### config.mk
export PLATFORM = sky130hd
export DESIGN_NAME = sgf_norm_round
export DESIGN_NICKNAME = d
export VERILOG_FILES = /design/src/rtl/sgf_norm_round.sv
export SDC_FILE = /design/constraint.sdc
export NUM_CORES = 1
export LEC_CHECK = 0
export CORE_MARGIN = 5
export CORE_UTILIZATION = 40
export DETAILED_ROUTE_END_ITERATION = 8
export SYNTH_ARGS = -nofsm -noshare
export SYNTH_HDL_FRONTEND = slang
export SYNTH_SLANG_ARGS = --single-unit
### constraint.sdc
create_clock -name clk -period 5.8 [get_ports clk]
set_input_delay 1.16 -clock clk [delete_from_list [all_inputs] [get_ports clk]]
set_output_delay 1.16 -clock clk [all_outputs]
set_load 0.02 [all_outputs]
### src/rtl/sgf_norm_round.sv
// Normalizes and rounds the raw KOA significand product to an MW-bit significand.
// Latency: 2 cycles (S1 input register, S2 result register), 1 result per cycle.
// Backpressure: elastic; S2 holds while ready_i is low, S1 refills in the same cycle S2 drains.
module sgf_norm_round #(
    parameter int SW = 54
) (
    input  logic            clk,
    input  logic            rst,
    input  logic            valid_i,
    output logic            ready_o,
    input  logic [2*SW-1:0] sgf_result_i,
    input  logic            sign_i,
    input  logic [1:0]      round_mode_i,
    output logic            valid_o,
    input  logic            ready_i,
    output logic [SW-2:0]   sgf_o,
    output logic            exp_adj_o,
    output logic            inexact_o,
    output logic            zero_o
);

    localparam int MW = SW - 1;
    localparam int PW = 2 * MW;

    localparam logic [1:0] RM_RNE  = 2'b00;
    localparam logic [1:0] RM_RTZ  = 2'b01;
    localparam logic [1:0] RM_PINF = 2'b10;
    localparam logic [1:0] RM_NINF = 2'b11;

    logic          s1_vld;
    logic [PW-1:0] s1_prod;
    logic          s1_sign;
    logic [1:0]    s1_mode;

    logic          s2_vld;
    logic [MW-1:0] s2_sgf;
    logic          s2_exp_adj;
    logic          s2_inexact;
    logic          s2_zero;

    logic          s2_adv;

    // The KOA output is two bits wider than the significand product.
    logic          unused_hi;
    assign unused_hi = ^sgf_result_i[2*SW-1:PW];

    assign s2_adv  = s1_vld && (!s2_vld || ready_i);
    assign ready_o = !rst && (!s1_vld || s2_adv);

    // Normalize / round datapath on the S1 contents.
    logic          nr_shift;
    logic [MW-1:0] nr_kept;
    logic          nr_guard;
    logic          nr_sticky;
    logic          nr_round_up;
    logic [MW:0]   nr_sum;
    logic          nr_carry;
    logic [MW-1:0] nr_sgf;
    logic          nr_zero;

    always_comb begin
        nr_shift = s1_prod[PW-1];
        if (nr_shift) begin
            nr_kept   = s1_prod[PW-1:MW];
            nr_guard  = s1_prod[MW-1];
            nr_sticky = |s1_prod[MW-2:0];
        end else begin
            nr_kept   = s1_prod[PW-2:MW-1];
            nr_guard  = s1_prod[MW-2];
            nr_sticky = |s1_prod[MW-3:0];
        end
    end

    always_comb begin
        nr_round_up = 1'b0;
        case (s1_mode)
            RM_RNE:  nr_round_up = nr_guard && (nr_sticky || nr_kept[0]);
            RM_RTZ:  nr_round_up = 1'b0;
            RM_PINF: nr_round_up = !s1_sign && (nr_guard || nr_sticky);
            RM_NINF: nr_round_up = s1_sign && (nr_guard || nr_sticky);
            default: nr_round_up = 1'b0;
        endcase
    end

    // A carry out of an all-ones significand renormalizes to 1.000...0.
    always_comb begin
        nr_sum   = {1'b0, nr_kept} + {{MW{1'b0}}, nr_round_up};
        nr_carry = nr_sum[MW];
        nr_sgf   = nr_carry ? {1'b1, {(MW-1){1'b0}}} : nr_sum[MW-1:0];
        nr_zero  = (s1_prod == '0);
    end

    always_ff @(posedge clk) begin
        if (rst) begin
            s1_vld     <= 1'b0;
            s1_prod    <= '0;
            s1_sign    <= 1'b0;
            s1_mode    <= 2'b00;
            s2_vld     <= 1'b0;
            s2_sgf     <= '0;
            s2_exp_adj <= 1'b0;
            s2_inexact <= 1'b0;
            s2_zero    <= 1'b0;
        end else begin
            if (ready_o) begin
                s1_vld <= valid_i;
                if (valid_i) begin
                    s1_prod <= sgf_result_i[PW-1:0];
                    s1_sign <= sign_i;
                    s1_mode <= round_mode_i;
                end
            end
            if (s2_adv) begin
                s2_vld     <= 1'b1;
                s2_sgf     <= nr_sgf;
                s2_exp_adj <= nr_shift || nr_carry;
                s2_inexact <= nr_guard || nr_sticky;
                s2_zero    <= nr_zero;
            end else if (ready_i) begin
                s2_vld <= 1'b0;
            end
        end
    end

    assign valid_o   = s2_vld;
    assign sgf_o     = s2_sgf;
    assign exp_adj_o = s2_exp_adj;
    assign inexact_o = s2_inexact;
    assign zero_o    = s2_zero;

endmodule

==> out/results.ini <==
[logic_synthesis]
yosysSeqAreaShare_pct = 37.1
synthTopCellsByArea = dfxtp_1 (37%), nand2_1 (13%), nand3b_1 (8.5%), mux2i_1 (5.6%), clkbuf_1 (3.2%)
synth_edf_count = 0
syn-instance-count = 1168
ys.flop_type = dfxtp_1
ys_async_sr_fraction_pct = 0
yosys_register_bits = 167
syn_area_mm2 = 0.00901
synth_commonest_cells = nand2_1 (313), dfxtp_1 (167), nand3b_1 (102)
yosys.cell_count.top_type = nand2_1
avgSynthCellArea_um2 = 7.71
synth_cell_types = 63
yosys.area.top_type_share_pct = 37.1
synth.largest_area_cell = dfxtp_1
syn_nets = 1285
ys_warn_count = 0

[placement]
dp_hpwl_mm = 19.6
placed_area_mm2 = 0.0107
routabilityCongestion = 0.902
dp_cells = 1531
place.port_buffers = 170

[timing]
hold_viol_final = 0
skew_ps = 10.4
max_slew_margin_pct = 24.9
fin_crit_ps = 3930
worst_slew_pin_slew_ps = 1100
drv_slew = 0
hold_ws_ps = 453
rsz0062_at_grt = false
finalCritPeriodShare_pct = 67.8
final-setup-viol-count = 0
fmax_mhz = 254
setup_tns_ps = 0

[worst_hold_path]
hp-class = reg -> reg

[clocking]
worstSkewPairLatency_ps = 430
clk_pin_slew_ps = 70
cts_root_buffer = clkbuf_16
cts_buffer_depth = 2
postCtsHoldBufs = 0
postCtsResizedCells = 0
cts.sinks = 167
cts_inserted_buffers = 17
cts_tree = done
htree_levels = 4
postCtsSetupRepairBufs = 0

[final_layout]
final_util_pct = 50.4
layout-drive-gt1-share_pct = 5.87
final_cells = 1563
final_area_mm2 = 0.0113
antenna_cells = 0
regArea_mm2 = 0.00335
final_nets = 1382
multiInputGateArea_mm2 = 0.00519
n_fill_cell = 2248
syn_to_final_growth_pct = 25.5

[grt]
grt.total_usage_pct = 20.8
grt_start_max_net_pins = 115
grt_pass1_wl_mm = 43.6
grt_pass1_vias = 7895
grt.overflow.total = 0
antenna_found_initial = 4

[setup_path]
cp.required_ps = 6100
reg2reg_slack_ps = 1870
endpoint_kind = flip-flop
path_max_fanout = 65
start_kind = flip-flop
worstPathArrival_ps = 4240
path_class = reg -> reg

[drt]
vias = 8523
wl_per_cell_um = 17.6
drcViolationCount = 0
postRouteWirelength_mm = 27.5
viasPerCell = 5.45
drtAntennaViolNets = 0
drtIter0Drc = 603
firstDrtPassIters = 6

[floorplanning]
dieWidth_um = 160
start_util_pct = 40.2
dieHeight_um = 160
num_io_pins = 173
rows = 55
coreArea_mm2 = 0.0224
die_area_mm2 = 0.0256

[power]
static-leakage-power_uw = 0.00414
p_per_area_mw_per_mm2 = 255
ir_worst_vdd_v = 0.000181

[job]
maxCapViolations = 0

[run_status]
outcome = complete, no violations

[kinds of logic after synthesis]
kind of cell | after synthesis | synth area share, %
AND/OR/NAND/NOR | 640 | 36.5
AO/OA/AOI/OAI | 158 | 11.3
adder cells (fa/ha/maj) | 2 | 0.278
flip-flops | 167 | 37.1
buffers and inverters | 115 | 5.44
XOR/XNOR | 24 | 2.33
multiplexers | 62 | 7.05
[path summary, 6_finish.rpt]
check                             startpoint  depth (start not counted)        end
worst min register to register      sgf_o[6]                          2   sgf_o[6]
worst max-delay path            s1_prod[105]                         11  sgf_o[52]
worst min-delay path                sgf_o[6]                          2   sgf_o[6]
worst max register to register  s1_prod[105]                         11  sgf_o[52]
[cells in the final DEF, fill, tap and decap left out, drive strengths merged, types with 6 or more instances in the layout]
| master | instances |
|---|---|
| a211oi | 12 |
| o21ai | 29 |
| xor2 | 9 |
| mux2 | 12 |
| nor2 | 37 |
| nor3 | 14 |
| o31ai | 13 |
| or4 | 6 |
| mux2i | 50 |
| inv | 21 |
| clkdlybuf4s50 | 169 |
| a311oi | 6 |
| dfxtp | 167 |
| nand3b | 102 |
| nand4 | 20 |
| xnor2 | 15 |
| buf | 11 |
| clkbuf | 17 |
| nand3 | 53 |
| and2 | 8 |
| nor2b | 9 |
| a21oi | 54 |
| nand2b | 12 |
| nand2 | 313 |
| nor4 | 39 |
[metal layers]
metal	share of wire (%)	global-route usage [%]	up-vias
li1	-	-	4286
met1	47	29.4	3888
met2	42	30.9	305
met3	8.7	6.45	36
met4	1.3	5.36	8
met5	0.15	0	-
[worst max-delay path, stage by stage, from the launching register on]
cell      delay [ps]
dfxtp_4          860
mux2_2           310
o21ai_0           70
a211oi_1         240
ha_1             290
ha_1             230
and3_1           260
nand3_1          280
or3_4            570
nor4_1           400
a311oi_1         140
a21boi_0         140
[sequential cells by signal, summed over array words and instances, names as in the netlist]
name	cells
s1_vld	1
s1_mode	2
s1_sign	1
exp_adj_o	1
sgf_o	53
inexact_o	1
s1_prod	106
zero_o	1
valid_o	1
[area by class of cell]
cell class              instances  share of cell area, %
flip-flops and latches        167                   29.6
multi-input cells             886                   45.9
repair buffers                180                   15.8
clock inverters                15                   1.42
clock buffers                  17                   3.76
inverters                      13                  0.431
well taps                     285                   3.15
[where the power goes]
group | switching [uW] | internal (uW) | total (uW)
Combinational | 212 | 215 | 426
Clock | 525 | 610 | 1130
Sequential | 105 | 1220 | 1320
Total | 841 | 2040 | 2880
[through the flow]
stage,worst slack (ps),power [uW]
4_1_cts,1870,2910
2_1_floorplan,1590,1580
5_1_grt,1590,3010
3_5_place_dp,1870,1770
6_report,1870,2880
3_3_place_gp,1910,1770
Note: power is estimated with default switching activity, not from simulation.
